### config.mk
export PLATFORM = sky130hd
export DESIGN_NAME = sdp_y_alu_in_pipe_fifo
export DESIGN_NICKNAME = d
export VERILOG_FILES = /design/src/rtl/sdp_y_alu_pkg.sv /design/src/rtl/sdp_y_sat_cnt.sv /design/src/rtl/sdp_y_alu_in_pipe_fifo.sv
export SDC_FILE = /design/constraint.sdc
export NUM_CORES = 1
export LEC_CHECK = 0
export CORE_AREA = 3 3 214 216
export CTS_CLUSTER_DIAMETER = 150
export CTS_CLUSTER_SIZE = 8
export DETAILED_ROUTE_END_ITERATION = 8
export DIE_AREA = 0 0 217 219
export DONT_BUFFER_PORTS = 1
export GPL_ROUTABILITY_DRIVEN = 0
export SETUP_SLACK_MARGIN = 0.4
export SLEW_MARGIN = 10
export SYNTH_ARGS = -nofsm -noshare
export SYNTH_HDL_FRONTEND = slang
export SYNTH_SLANG_ARGS = --single-unit
### constraint.sdc
create_clock -name nvdla_core_clk -period 6.3 [get_ports nvdla_core_clk]
set_input_delay 1.26 -clock nvdla_core_clk [delete_from_list [all_inputs] [get_ports nvdla_core_clk]]
set_output_delay 1.26 -clock nvdla_core_clk [all_outputs]
set_load 0.02 [all_outputs]
### src/rtl/sdp_y_alu_pkg.sv
// Shared constants for the SDP Y-core ALU input path.
// The core and the output stage both pick up these widths and default depths.
package sdp_y_alu_pkg;

    localparam int ALU_IN_DW = 128;
    localparam int DEF_DEPTH = 4;
    localparam int DEF_SCW   = 16;

endpackage

### src/rtl/sdp_y_sat_cnt.sv
// Generic saturating up-counter with a synchronous clear.
// Clear takes priority over increment; the count holds at all-ones once it gets there.
module sdp_y_sat_cnt #(
    parameter int W = 16
) (
    input  logic         clk_i,
    input  logic         rstn_i,
    input  logic         clr_i,
    input  logic         inc_i,
    output logic [W-1:0] cnt_o
);

    logic [W-1:0] cnt_q, cnt_d;

    always_comb begin
        cnt_d = cnt_q;
        if (clr_i) begin
            cnt_d = '0;
        end else if (inc_i && (cnt_q != '1)) begin
            cnt_d = cnt_q + W'(1);
        end
    end

    always_ff @(posedge clk_i) begin
        if (!rstn_i) begin
            cnt_q <= '0;
        end else begin
            cnt_q <= cnt_d;
        end
    end

    assign cnt_o = cnt_q;

endmodule

### src/rtl/sdp_y_alu_in_pipe_fifo.sv
// FWFT elastic buffer in front of the Y-core ALU input channel.
// The upstream ready comes straight from a flop, so a full FIFO cannot pass a word through in the same cycle.
module sdp_y_alu_in_pipe_fifo
    import sdp_y_alu_pkg::*;
#(
    parameter int DW    = ALU_IN_DW,
    parameter int DEPTH = DEF_DEPTH,
    parameter int SCW   = DEF_SCW
) (
    input  logic                       nvdla_core_clk,
    input  logic                       nvdla_core_rstn,
    input  logic                       alu_in_pvld,
    output logic                       alu_in_prdy,
    input  logic [DW-1:0]              alu_in_pd,
    output logic                       chn_alu_in_rsc_vz,
    input  logic                       chn_alu_in_rsc_lz,
    output logic [DW-1:0]              chn_alu_in_rsc_z,
    output logic [$clog2(DEPTH):0]     fifo_cnt,
    input  logic                       stall_clr,
    output logic [SCW-1:0]             stall_cnt
);

    localparam int AW = $clog2(DEPTH);

    logic [DW-1:0] mem_q [DEPTH];
    logic [AW-1:0] wr_ptr_q, wr_ptr_d;
    logic [AW-1:0] rd_ptr_q, rd_ptr_d;
    logic [AW:0]   cnt_q, cnt_d;
    logic          prdy_q, prdy_d;
    logic          push, pop, vz;

    assign vz   = (cnt_q != '0);
    assign push = alu_in_pvld & prdy_q;
    assign pop  = vz & chn_alu_in_rsc_lz;

    always_comb begin
        wr_ptr_d = push ? wr_ptr_q + AW'(1) : wr_ptr_q;
        rd_ptr_d = pop  ? rd_ptr_q + AW'(1) : rd_ptr_q;
        cnt_d    = cnt_q + (AW+1)'(push) - (AW+1)'(pop);
        // Ready looks ahead at next occupancy so upstream can fill every entry without a bubble.
        prdy_d   = (cnt_d != (AW+1)'(DEPTH));
    end

    always_ff @(posedge nvdla_core_clk) begin
        if (!nvdla_core_rstn) begin
            wr_ptr_q <= '0;
            rd_ptr_q <= '0;
            cnt_q    <= '0;
            prdy_q   <= 1'b0;
        end else begin
            wr_ptr_q <= wr_ptr_d;
            rd_ptr_q <= rd_ptr_d;
            cnt_q    <= cnt_d;
            prdy_q   <= prdy_d;
        end
    end

    always_ff @(posedge nvdla_core_clk) begin
        if (push) begin
            mem_q[wr_ptr_q] <= alu_in_pd;
        end
    end

    sdp_y_sat_cnt #(
        .W (SCW)
    ) u_stall_cnt (
        .clk_i  (nvdla_core_clk),
        .rstn_i (nvdla_core_rstn),
        .clr_i  (stall_clr),
        .inc_i  (alu_in_pvld & ~prdy_q),
        .cnt_o  (stall_cnt)
    );

    assign alu_in_prdy       = prdy_q;
    assign chn_alu_in_rsc_vz = vz;
    assign chn_alu_in_rsc_z  = mem_q[rd_ptr_q];
    assign fifo_cnt          = cnt_q;

endmodule

==> run metrics <==
outcome=complete, no violations; hpwl dp=between 20000 and 25000 um; Post-Layout Cell Count=approximately 1500; hold buffer count at cts=0; HP Class=reg -> reg; crit-path max cell delay=~0.85 ns; synthesized flop and latch total=between 500 and 600; Die X-Extent=approximately 220 um; first-pass GRT wire length=around 58000 um; DRC violations left=0; Cell Chain, Critical Path=buf_12 > mux4_2; Syn Nets=between 900 and 1000; overall die area=between 40000 and 50000 sq um; clock skew=0.0183 ns; unrepaired setup endpoints after global routing=false; R2R depth=2; P&R area growth vs syn=14.2%; Chip Height=about 220 um; hold path cells=2; DRT Pass-1 Iters=4; fin area=between 20000 and 25000 sq um; Slew HR=between 40% and 50%; CTS Sinks=approximately 540; clock share of power=between 30% and 40%; drt initial violations=approximately 520; IO Port Bufs=0; Netlist cell types=44; vias in the first global route=8954; logic gate share of total power=17.9%; largest net degree at the start of global routing=roughly 130; Final min period=between 4 and 5 ns; overall power=slightly below 10 mW; Starting Density=roughly 45%; fraction of layout cells with a size suffix above 1=between 20 and 30%; Place WS=2.71 ns; DRT antenna net count=0; setup tns final=0 ns; drt wl/cell=about 25 um; sequential area share after synthesis=between 80% and 90%; crit path launch type=flop; f_max=approximately 250 MHz; FF-to-FF setup slack=3.86 ns; diode count=0; GR Overflow Total=0; Final Hold Vio Count=0; Sw Ratio=about 27%; DP Cell Count=1383; CP required=between 5 and 6 ns; Rows=77; later-pin clock latency in the skew report=approximately 0.59 ns; core footprint=between 40000 and 50000 sq um; TritonCTS Buffers=77; critical path type=reg -> out; share of total power in sequential cells=45.5%; Max-Cap Viols=0; switching power=about 2.6 mW; H-Tree Depth=3; postcts setup bufs=0; initial antenna violation count=0; Bufs and invs on worst path=1; Placed Area=roughly 20000 sq um; yosys warns=0; CP Max Fanout=79; CP max stage cell=dfxtp_4; worst slew pin tran=roughly 0.9 ns; Worst Setup End Kind=output pin; delay-heaviest family, CP=flip-flops; internal power=between 7 and 8 mW; final period utilization=64.7%; Leakage Power=6.86 nW; Total Wirelength=roughly 38000 um; CTS resizes=0; via/cell ratio=~5.5; Final Util=between 50% and 60%; setup ws final=~2.2 ns; Mapped Area=slightly below 20000 sq um; CTS tree=done; vias post-DR=slightly above 8000; clock-pin slew on the worst setup and hold paths=about 0.05 ns; Clock Path Buffers=3; syn avg cell area=about 24 sq um; PwrDens=between 400 and 500 nW/um^2; Worst path depth=2; CTS Root Cell=clkbuf_16; Final #Nets=approximately 1000; worst-case vdd ir drop=0.000248 V; All-Layer GR Usage=roughly 16%; hold_ws=~0.5 ns; Critical Path AT=between 2 and 3 ns; number of I/O pins=approximately 280; Pins Over Slew Limit=0; cells after synthesis=817; endpoints failing setup=0; fill count=around 3500
-- worst register-to-register path, stage by stage (launching register included) --
cell,delay [ns]
dfxtp_1,0.63
and3_4,0.78
buf_12,0.44
-- final timing paths --
path                                    to                     start
setup / recovery      chn_alu_in_rsc_z[80]                      flop
hold / removal    wr_ptr_q[1]$_SDFFE_PN0P_  wr_ptr_q[1]$_SDFFE_PN0P_
hold reg to reg   wr_ptr_q[1]$_SDFFE_PN0P_  wr_ptr_q[1]$_SDFFE_PN0P_
setup reg to reg   mem_q[1][112]$_DFFE_PP_    alu_in_prdy$_SDFF_PN0_
-- cell type report --
class                           instances  area (sq um)  area share, %
Sequential cell                       538         15900           70.5
Multi-Input combinational cell        239          3690           16.4
Clock buffer                           97          2000           8.88
Tap cell                              592           741           3.29
Timing Repair Buffer                    7           128          0.566
Clock inverter                          7          61.3          0.272
Inverter                                7          26.3          0.117
-- cell usage after synthesis (all sizes together) --
| master | count | area [sq um] |
|---|---|---|
| and3 | 6 | 38.8 |
| nand4b | 1 | 8.76 |
| xor2 | 1 | 8.76 |
| or4 | 6 | 48.8 |
| nor3 | 4 | 20.0 |
| fa | 1 | 20.0 |
| o31ai | 5 | 37.5 |
| a211oi | 1 | 7.51 |
| buf | 17 | 90.1 |
| or3 | 5 | 31.3 |
| nand3 | 9 | 57.6 |
| and2 | 9 | 56.3 |
| o211a | 1 | 10.0 |
| nor2b | 1 | 6.26 |
| nor4 | 2 | 27.5 |
| nand4 | 3 | 25.0 |
| o21a | 1 | 7.51 |
| o31a | 2 | 17.5 |
| ha | 7 | 87.6 |
| nor2 | 3 | 11.3 |
| a21boi | 2 | 15.0 |
| mux2i | 1 | 10.0 |
| a31oi | 1 | 6.26 |
| nand2 | 10 | 37.5 |
| edfxtp | 512 | 15400 |
| a31o | 1 | 8.76 |
| or3b | 1 | 8.76 |
| clkbuf | 16 | 60.1 |
| o2111a | 1 | 11.3 |
| and4b | 1 | 10.0 |
| nand2b | 4 | 25.0 |
| o21ai | 5 | 25.0 |
| dfxtp | 26 | 521 |
| mux4 | 128 | 2880 |
| a21oi | 11 | 55.1 |
| xnor2 | 5 | 43.8 |
| inv | 7 | 26.3 |
-- power by group through the flow --
stage,clock network (mW),logic (mW),registers (mW)
after floorplan,0,1.52,4.39
after global placement,0,1.79,4.48
after detailed placement,0,1.79,4.48
after CTS,3.65,1.80,4.42
after global routing,3.81,1.86,4.44
final,3.54,1.74,4.41
-- metal layers --
layer  vias to the layer above  global-route usage (%)  wire length [um]
li1                       3574                       -                 -
met1                      4255                    20.0             14500
met2                       275                    25.7             18500
met3                        53                    8.07              4070
met4                         0                    4.72               604
met5                         -                       0                 0
-- registers in the layout (all words and copies together), names as in the netlist, named ones only --
name,flops
u_stall_cnt.cnt_o,16
wr_ptr_q,2
mem_q,512
fifo_cnt,3
rd_ptr_q,2
alu_in_prdy,1
-- logic make-up after synthesis --
logic type	share of synthesized area (%)
flip-flops	80.5
multiplexers	14.7
AND/OR/NAND/NOR	2.09
buffers and inverters	0.894
AO/OA/AOI/OAI	1.02
adder cells (fa/ha/maj)	0.545
XOR/XNOR	0.266
-- cell usage in the layout, fill, tap and decap left out, drive strengths merged, types with 2 or more instances in the layout --
cell,Yosys,layout
edfxtp,512,512
mux4,128,128
clkbuf,16,97
dfxtp,26,26
inv,7,13
a21oi,11,11
nand2,10,10
and2,9,9
nand3,9,9
ha,7,7
buf,17,7
or4,6,6
and3,6,6
or3,5,5
o31ai,5,5
o21ai,5,5
xnor2,5,5
nand2b,4,4
nor3,4,4
nor2,3,3
nand4,3,3
o31a,2,2
a21boi,2,2
nor4,2,2
No activity file was read; power rests on OpenSTA's default activity.
